[src/rtl/uart_rx_voter.sv]
// uart_rx_voter
//   Oversampling UART receiver with per-bit majority voting.
//   The line is synchronised through two flops. Each frame bit (start, data,
//   optional even parity, stop) is sampled for SPB clocks and resolved by
//   majority. Results are registered one clock after stop resolution.
//
// Parameters
//   BIT_LEN   : data bits per frame (>= 2)
//   SPB       : clocks per bit, odd, >= 1 (1 = no voting)
//   PARITY_EN : 1 = even parity bit follows the data, 0 = no parity bit
//
// Ports
//   clk           : clock, all state changes on the rising edge
//   rst           : asynchronous active-high reset
//   rx_channel_in : serial line, idle high
//   rx_data_out   : last correctly received word
//   rx_out_valid  : one-cycle pulse when rx_data_out updates
//   parity_err    : one-cycle pulse on a parity mismatch
//   frame_err     : one-cycle pulse when the stop bit votes 0
//   rx_busy       : high whenever the receiver FSM is not idle
module uart_rx_voter #(
  parameter int BIT_LEN   = 7,
  parameter int SPB       = 3,
  parameter int PARITY_EN = 1
) (
  input  logic               clk,
  input  logic               rst,
  input  logic               rx_channel_in,
  output logic [BIT_LEN-1:0] rx_data_out,
  output logic               rx_out_valid,
  output logic               parity_err,
  output logic               frame_err,
  output logic               rx_busy
);

  localparam int CW = $clog2(SPB + 1);
  localparam int BW = $clog2(BIT_LEN + 1);
  localparam logic [CW-1:0] SMP_LAST = CW'(SPB - 1);
  localparam logic [CW-1:0] HALF     = CW'(SPB / 2);
  localparam logic [BW-1:0] BIT_LAST = BW'(BIT_LEN - 1);

  typedef enum logic [2:0] {
    IDLE   = 3'd0,
    START  = 3'd1,
    DATA   = 3'd2,
    PARITY = 3'd3,
    STOP   = 3'd4
  } state_t;

  // Even-parity reduction of a data word.
  function automatic logic even_parity(input logic [BIT_LEN-1:0] w);
    return ^w;
  endfunction

  logic               sync1_q, sync2_q;
  state_t             state_q, state_d;
  logic               arm_q, arm_d;
  logic [CW-1:0]      cnt_q, cnt_d;
  logic [CW-1:0]      ones_q, ones_d;
  logic [BW-1:0]      bit_q, bit_d;
  logic [BIT_LEN-1:0] shift_q, shift_d;
  logic               perr_q, perr_d;
  logic               fin_q, fin_d;
  logic               fin_stop_q, fin_stop_d;
  logic [BIT_LEN-1:0] data_q, data_d;
  logic               valid_q, valid_d;
  logic               perr_out_q, perr_out_d;
  logic               ferr_q, ferr_d;
  logic               busy_q, busy_d;

  logic               s;
  logic [CW-1:0]      ones_now;
  logic               vote;
  logic               last_smp;

  assign s        = sync2_q;
  // Ones seen in this bit including the current sample.
  assign ones_now = ones_q + CW'(s);
  assign vote     = (ones_now > HALF);
  assign last_smp = (cnt_q == SMP_LAST);

  // Next-state logic for the receiver FSM and its datapath.
  always_comb begin
    state_d    = state_q;
    arm_d      = arm_q;
    cnt_d      = cnt_q;
    ones_d     = ones_q;
    bit_d      = bit_q;
    shift_d    = shift_q;
    perr_d     = perr_q;
    fin_d      = 1'b0;
    fin_stop_d = fin_stop_q;

    // Sample bookkeeping shared by every non-idle state.
    if (state_q != IDLE) begin
      if (last_smp) begin
        cnt_d  = {CW{1'b0}};
        ones_d = {CW{1'b0}};
      end else begin
        cnt_d  = cnt_q + CW'(1);
        ones_d = ones_now;
      end
    end else begin
      cnt_d  = cnt_q;
      ones_d = ones_q;
    end

    case (state_q)
      IDLE: begin
        if (!arm_q) begin
          // After a frame error, wait for the line to go high again.
          arm_d = s;
        end else if (!s) begin
          // The entry sample is the first start-bit sample (it is a 0).
          perr_d = 1'b0;
          bit_d  = {BW{1'b0}};
          if (SPB == 1) begin
            state_d = DATA;
            cnt_d   = {CW{1'b0}};
            ones_d  = {CW{1'b0}};
          end else begin
            state_d = START;
            cnt_d   = CW'(1);
            ones_d  = {CW{1'b0}};
          end
        end else begin
          state_d = IDLE;
        end
      end
      START: begin
        if (last_smp) begin
          if (vote) begin
            state_d = IDLE;
          end else begin
            state_d = DATA;
          end
        end else begin
          state_d = START;
        end
      end
      DATA: begin
        if (last_smp) begin
          shift_d = {vote, shift_q[BIT_LEN-1:1]};
          bit_d   = bit_q + BW'(1);
          if (bit_q == BIT_LAST) begin
            state_d = (PARITY_EN != 0) ? PARITY : STOP;
          end else begin
            state_d = DATA;
          end
        end else begin
          state_d = DATA;
        end
      end
      PARITY: begin
        if (last_smp) begin
          perr_d  = even_parity(shift_q) ^ vote;
          state_d = STOP;
        end else begin
          state_d = PARITY;
        end
      end
      STOP: begin
        if (last_smp) begin
          state_d    = IDLE;
          fin_d      = 1'b1;
          fin_stop_d = vote;
          if (!vote) begin
            arm_d = 1'b0;
          end else begin
            arm_d = arm_q;
          end
        end else begin
          state_d = STOP;
        end
      end
      default: begin
        state_d = IDLE;
      end
    endcase
  end

  // Output decode, taking effect one clock after stop resolution.
  always_comb begin
    valid_d    = fin_q & fin_stop_q & ~perr_q;
    perr_out_d = fin_q & perr_q;
    ferr_d     = fin_q & ~fin_stop_q;
    busy_d     = (state_d != IDLE);
    if (valid_d) begin
      data_d = shift_q;
    end else begin
      data_d = data_q;
    end
  end

  // State, synchroniser and output registers.
  always_ff @(posedge clk or posedge rst) begin
    if (rst) begin
      sync1_q    <= 1'b1;
      sync2_q    <= 1'b1;
      state_q    <= IDLE;
      arm_q      <= 1'b1;
      cnt_q      <= {CW{1'b0}};
      ones_q     <= {CW{1'b0}};
      bit_q      <= {BW{1'b0}};
      shift_q    <= {BIT_LEN{1'b0}};
      perr_q     <= 1'b0;
      fin_q      <= 1'b0;
      fin_stop_q <= 1'b0;
      data_q     <= {BIT_LEN{1'b0}};
      valid_q    <= 1'b0;
      perr_out_q <= 1'b0;
      ferr_q     <= 1'b0;
      busy_q     <= 1'b0;
    end else begin
      sync1_q    <= rx_channel_in;
      sync2_q    <= sync1_q;
      state_q    <= state_d;
      arm_q      <= arm_d;
      cnt_q      <= cnt_d;
      ones_q     <= ones_d;
      bit_q      <= bit_d;
      shift_q    <= shift_d;
      perr_q     <= perr_d;
      fin_q      <= fin_d;
      fin_stop_q <= fin_stop_d;
      data_q     <= data_d;
      valid_q    <= valid_d;
      perr_out_q <= perr_out_d;
      ferr_q     <= ferr_d;
      busy_q     <= busy_d;
    end
  end

  assign rx_data_out  = data_q;
  assign rx_out_valid = valid_q;
  assign parity_err   = perr_out_q;
  assign frame_err    = ferr_q;
  assign rx_busy      = busy_q;

endmodule

[config.mk]
export PLATFORM = sky130hd
export DESIGN_NAME = uart_rx_voter
export DESIGN_NICKNAME = d
export VERILOG_FILES = /design/src/rtl/uart_rx_voter.sv
export SDC_FILE = /design/constraint.sdc
export NUM_CORES = 1
export LEC_CHECK = 0
export BUFFER_PORTS_ARGS = -buffer_cell sky130_fd_sc_hd__buf_2
export CAP_MARGIN = 20
export CORE_MARGIN = 2
export CORE_UTILIZATION = 55
export DETAILED_ROUTE_END_ITERATION = 10
export GPL_TIMING_DRIVEN = 0
export PLACE_DENSITY = 0.86
export SYNTH_ARGS = -nofsm -noshare
export SYNTH_HDL_FRONTEND = slang
export SYNTH_SLANG_ARGS = --single-unit
[constraint.sdc]
create_clock -name clk -period 3.05 [get_ports clk]
set_input_delay 0.1525 -clock clk [delete_from_list [all_inputs] [get_ports clk]]
set_output_delay 0.1525 -clock clk [all_outputs]
set_load 0.05 [all_outputs]
==> impl_metrics.json, run 1 <==
{
  "synth_edf_count": 0,
  "drt_iter0_markers": 43,
  "worst_pin_slew_ns": 0.6476,
  "setup_viol_count_final": 0,
  "min_path_type": "reg2reg",
  "top_usage_layer": "met2",
  "required_ns": 3.29,
  "antenna_cells": 0,
  "ir_drop_mv": 0.4811,
  "numClockSinks": 34,
  "cp.arrival_ns": 2.14,
  "path_clk_slew_ns": 0.11,
  "cts_buffer_depth": 2,
  "die-height_um": 56.73,
  "multiInputGateArea_um2": 620.6,
  "antenna_left": 0,
  "nNetsFinal": 169,
  "synth_nets": 146,
  "grt.total_usage": 0.1955,
  "path_class": "reg2reg",
  "p_per_area_nw_per_um2": 779.5,
  "finalHoldViolCount": 0,
  "wl_per_cell_um": 14.27,
  "async_flop_share": 1.000,
  "dieWidth_um": 56.73,
  "maxSlewHeadroom": 0.5678,
  "yosys_warnings": 0,
  "max_freq_mhz": 526.9,
  "cts_buffers": 5,
  "drtPass1Iterations": 5,
  "core_um2": 2686,
  "grt_max_degree": 21,
  "synth_top_family_by_area": "simple AND/OR/NAND/NOR gates",
  "row_count": 19,
  "grtUsageMet2": 0.3140,
  "layout-drive-gt1-share": 0.2378,
  "grt_pass1_wl_um": 4733,
  "critPathTopFamily": "XOR/XNOR gates",
  "via_count": 1098,
  "grt.overflow.total": 0,
  "viasPerCell": 5.631,
  "startpoint_type": "flop",
  "crit_buf_inv": 0,
  "endpoint_kind": "flop",
  "status": "finished, final reports clean",
  "fillers": 200,
  "antenna_found_initial": 0,
  "start_util": 0.5692,
  "max_stage_delay_ns": 0.56,
  "dp_hpwl_um": 1966,
  "fin_skew_ns": 0.01493,
  "synth_compound_gate_area_share": 0.08511,
  "fin_crit_sh": 0.6222,
  "synthAdderAreaFrac": 0.02455,
  "root_buffer": "clkbuf_4",
  "synthCells": 140,
  "areaGrowthSynthToFinish_pct": 14.98,
  "cts_tree": "yes",
  "dieArea_um2": 3218,
  "portBuffers": 13,
  "drc": 0,
  "seq_area_um2": 854.6,
  "post-route-min-period_ns": 1.898,
  "whs_ns": 0.3628,
  "critical_path.cell_chain": "ha_1 > xor2_2 > xnor3_1 > xnor2_1 > o2bb2ai_1",
  "crit_slowest_cell": "dfstp_2",
  "gp_congestion": 0.8418,
  "use_met1": 0.2462,
  "synth_seq_area_share": 0.5589,
  "tns_ns": 0,
  "ctsResizeCount": 0,
  "cap_violations": 0,
  "synthMuxAreaShare": 0.05155,
  "clock_latency_ns": 0.34,
  "final_max_slew_viol_count": 0,
  "synthSimpleGateAreaFrac": 0.1907,
  "wl_um": 2782,
  "synth-main-ff-cell": "dfrtp_1",
  "synth_xor_area_frac": 0.05401,
  "htreeDepth": 2,
  "grt_pass1_vias": 1062,
  "cellLeakagePower_nw": 0.9029,
  "io_pins": 14,
  "ys_ff_latch": 34,
  "cp_max_fo": 5,
  "netlist_area_um2": 1529,
  "ys_types": 38,
  "avgSynthCellArea_um2": 10.92,
  "rsz0062_at_grt": "false",
  "met3_usage": 0.06912
}
[cell type report]
| cell class | count | share of cell area |
|---|---|---|
| plain buffers | 5 | 0.01779 |
| clock inverters | 3 | 0.02278 |
| well taps | 31 | 0.02206 |
| multi-input cells | 95 | 0.3530 |
| inverters | 6 | 0.01281 |
| clock buffers | 5 | 0.02135 |
| flip-flops and latches | 34 | 0.4861 |
| repair buffers | 16 | 0.06406 |
[cell families after synthesis]
logic type               after synthesis
adder cells (fa/ha/maj)                3
AO/OA/AOI/OAI                         19
multiplexers                           7
flip-flops                            34
buffers and inverters                 11
AND/OR/NAND/NOR                       59
XOR/XNOR                               7
[metrics by stage]
step                setup slack [ns]  utilization  cell area (µm²)   power, W  std cells
finish                         1.152       0.6544             1758   0.001370        195
global route                   1.058       0.6544             1758   0.001456        195
CTS                            1.158       0.6544             1758   0.001374        195
detailed placement             1.168       0.6181             1660   0.001049        185
global placement               1.214       0.6078             1633   0.001014        184
floorplan                      1.344            -             1529  0.0009533        140
[cells in the mapped netlist, drive strengths merged, types with 4 or more instances]
| cell type | n | area share |
|---|---|---|
| a21oi | 5 | 0.016 |
| dfrtp | 31 | 0.51 |
| o21ai | 5 | 0.016 |
| inv | 5 | 0.012 |
| nor2 | 10 | 0.025 |
| mux2 | 7 | 0.052 |
| nand2 | 29 | 0.071 |
| xnor2 | 4 | 0.023 |
[cell usage in the layout, fill, tap and decap left out, drive strengths merged, types with 3 or more instances in the layout]
master,n
a21oi,5
a22o,3
buf,17
clkbuf,7
clkinv,3
dfrtp,31
dfstp,3
ha,3
inv,5
mux2,7
nand2,29
nand3,3
nor2,10
nor3,3
o21ai,5
xnor2,4
[worst register-to-register path: cells and delay by family (launching register included)]
kind | cells | cell delay [ns]
compound gates | 1 | 0.08
fa+ha+maj | 1 | 0.24
flops | 1 | 0.56
xor+xnor | 3 | 0.93
[metal layers]
layer  up-vias  wire length, µm
met5         -                0
met4         0               39
met3         5              158
met2        33             1393
met1       539             1190
li1        521                -
[timing repair]
action                     CTS  global route
hold endpoints to repair    12             0
hold buffers                 2             0
setup endpoints to repair    0             0
buffers inserted             0             0
[where the power goes]
group	internal (W)	switching [W]	leakage [nW]	total [W]
registers	0.000531	0.0000666	0.448	0.000597
logic	0.000206	0.000247	0.410	0.000454
clock network	0.000170	0.000150	0.0450	0.000320
total	0.000906	0.000464	0.903	0.00137
[registers in the layout (all words and copies together), names as in the netlist, 2 cells and up]
signal and count:
rx_data_out 7, shift_q 7, ones_q 2, bit_q 3, cnt_q 2, state_q 3
[worst paths after layout]
check | slack (ns) | start | to | depth (start not counted)
hold reg to reg | 0.36 | sync1_q | s | 0
setup reg to reg | 1.15 | s | perr_q | 5
setup / recovery | 1.15 | s | perr_q | 5
max in group asynchronous | 2.09 | rst | shift_q[5] | 4
min in group asynchronous | 0.43 | rst | state_q[1] | 3
hold / removal | 0.36 | sync1_q | s | 0
Power figures use the tool's default switching activity.
==> run 2, diff against run 1 <==
clock period = 1.8 ns   (was 3.05 ns; I/O delays follow)
==> run 2 against run 1 <==
  * Clock power rose by 71%
  * Sequential power rose by 69%
  * Combinational power rose by 70%
  * Largest cell class unchanged
==> impl_metrics.json, run 2 (synthesis results as in run 1) <==
{
  "cts_buffer_depth": 2,
  "dp_hpwl_um": 1966,
  "drc": 0,
  "final_max_slew_viol_count": 0,
  "grt.overflow.total": 0,
  "min_to": "s",
  "fillers": 197,
  "cp_max_fo": 8,
  "p_per_area_nw_per_um2": 1319,
  "wl_per_cell_um": 14.22,
  "critPathTopFamily": "simple AND/OR/NAND/NOR gates",
  "cap_violations": 0,
  "finalPower_w": 0.002331,
  "nNetsFinal": 170,
  "reg2reg_from": "cnt_q[0]",
  "dieArea_um2": 3218,
  "grt.total_usage": 0.1945,
  "row_count": 19,
  "via_count": 1104,
  "grt_max_degree": 21,
  "final_cell_mix": "31 x dfrtp_1, 29 x nand2_1, 14 x buf_2",
  "portBuffers": 13,
  "critical_path.cell_chain": "nand2b_1 > buf_6 > nor4b_4 > mux2_2",
  "rsz0062_at_grt": "false",
  "antenna_left": 0,
  "final_common_cell": "dfrtp_1",
  "grt_pass1_vias": 1061,
  "viasPerCell": 5.633,
  "cp.arrival_ns": 1.90,
  "core_um2": 2686,
  "cts_tree": "yes",
  "worst_pin_slew_ns": 0.6415,
  "drtPass1Iterations": 4,
  "dieWidth_um": 56.73,
  "grt_pass1_wl_um": 4747,
  "reg2reg_slack_ns": 0.12,
  "start_util": 0.5692,
  "die-height_um": 56.73,
  "holdPathStages": 0,
  "min_from": "sync1_q",
  "cts_buffers": 5,
  "setup_viol_count_final": 0,
  "fin_skew_ns": 0.02062,
  "layout-drive-gt1-share": 0.2485,
  "root_buffer": "clkbuf_4",
  "path_class": "reg2reg",
  "fin_crit_sh": 0.9331,
  "maxSlewHeadroom": 0.5719,
  "crit_buf_inv": 1,
  "post-route-min-period_ns": 1.680,
  "finalHoldViolCount": 0,
  "numClockSinks": 34,
  "crit_slowest_cell": "nor4b_4",
  "path_clk_slew_ns": 0.10,
  "whs_ns": 0.3626,
  "reg2reg_depth": 4,
  "gp_congestion": 0.8418,
  "min_path_type": "reg2reg",
  "endpoint_kind": "flop",
  "drt_iter0_markers": 53,
  "status": "finished, final reports clean",
  "ir_drop_mv": 0.8206,
  "htreeDepth": 2,
  "required_ns": 2.02,
  "r2r_end": "shift_q[2]",
  "antenna_found_initial": 0,
  "clock_latency_ns": 0.35,
  "cellLeakagePower_nw": 0.9042,
  "startpoint_type": "flop",
  "max_stage_delay_ns": 0.44,
  "areaGrowthSynthToFinish_pct": 15.63,
  "wl_um": 2787,
  "max_freq_mhz": 595.4,
  "io_pins": 14,
  "antenna_cells": 0
}
==> run 2: cell type report <==
| type | count | area, µm² | area share |
|---|---|---|---|
| clock buffers | 5 | 37.54 | 0.02123 |
| plain buffers | 5 | 31.28 | 0.01769 |
| well taps | 31 | 38.79 | 0.02194 |
| flip-flops and latches | 34 | 854.6 | 0.4834 |
| inverters | 6 | 22.52 | 0.01274 |
| clock inverters | 3 | 40.04 | 0.02265 |
| repair buffers | 17 | 120.1 | 0.06794 |
| multi-input cells | 95 | 623.1 | 0.3524 |
==> run 2: worst max-delay path by stage <==
stage | cells past startpoint | start | to | slack (ns)
floorplan | 5 | s | perr_q | 0.09
global placement | 5 | s | perr_q | -0.04
detailed placement | 5 | s | perr_q | -0.08
CTS | 5 | s | perr_q | 0.04
global route | 4 | cnt_q[0] | shift_q[5] | 0.02
finish | 4 | cnt_q[0] | shift_q[2] | 0.12
==> run 2: worst register-to-register path, delay by kind of cell (launching register included) <==
family / cells / cell delay [ns]
muxes: 1 / 0.40
buffers and inverters: 1 / 0.14
DFF: 1 / 0.42
and+or+nand+nor: 2 / 0.60
==> run 2: metrics by stage <==
step | std cells | setup TNS (ns) | instance area [µm²] | utilization | setup slack (ns)
global placement | 184 | -0.03590 | 1633 | 0.6078 | -0.03590
finish | 196 | 0 | 1768 | 0.6581 | 0.1204
detailed placement | 185 | -0.08231 | 1660 | 0.6181 | -0.08231
global route | 196 | 0 | 1768 | 0.6581 | 0.01782
floorplan | 140 | 0 | 1529 | - | 0.09437
CTS | 196 | 0 | 1765 | 0.6572 | 0.03516
==> run 2: report_power, final <==
| part | switching [W] | leakage, nW | internal [W] | total [W] |
|---|---|---|---|---|
| clock | 0.000259 | 0.0450 | 0.000287 | 0.000546 |
| combinational | 0.000421 | 0.411 | 0.000352 | 0.000773 |
| sequential | 0.000113 | 0.448 | 0.000899 | 0.00101 |
==> run 2: routing by layer <==
layer | track usage | up-vias | routed length [µm]
li1 | - | 524 | -
met1 | 0.2508 | 541 | 1196
met2 | 0.3106 | 35 | 1419
met3 | 0.06912 | 4 | 145
met4 | 0.05442 | 0 | 25
met5 | 0 | - | 0
==> run 2: what timing repair did <==
item                                   in CTS  in global routing
buffers inserted                            1                  0
setup endpoints to repair                   1                  1
endpoints found under the hold margin      12                  0
pin swaps                                   1                  1
resized for setup                           0                  1
hold buffers                                2                  0
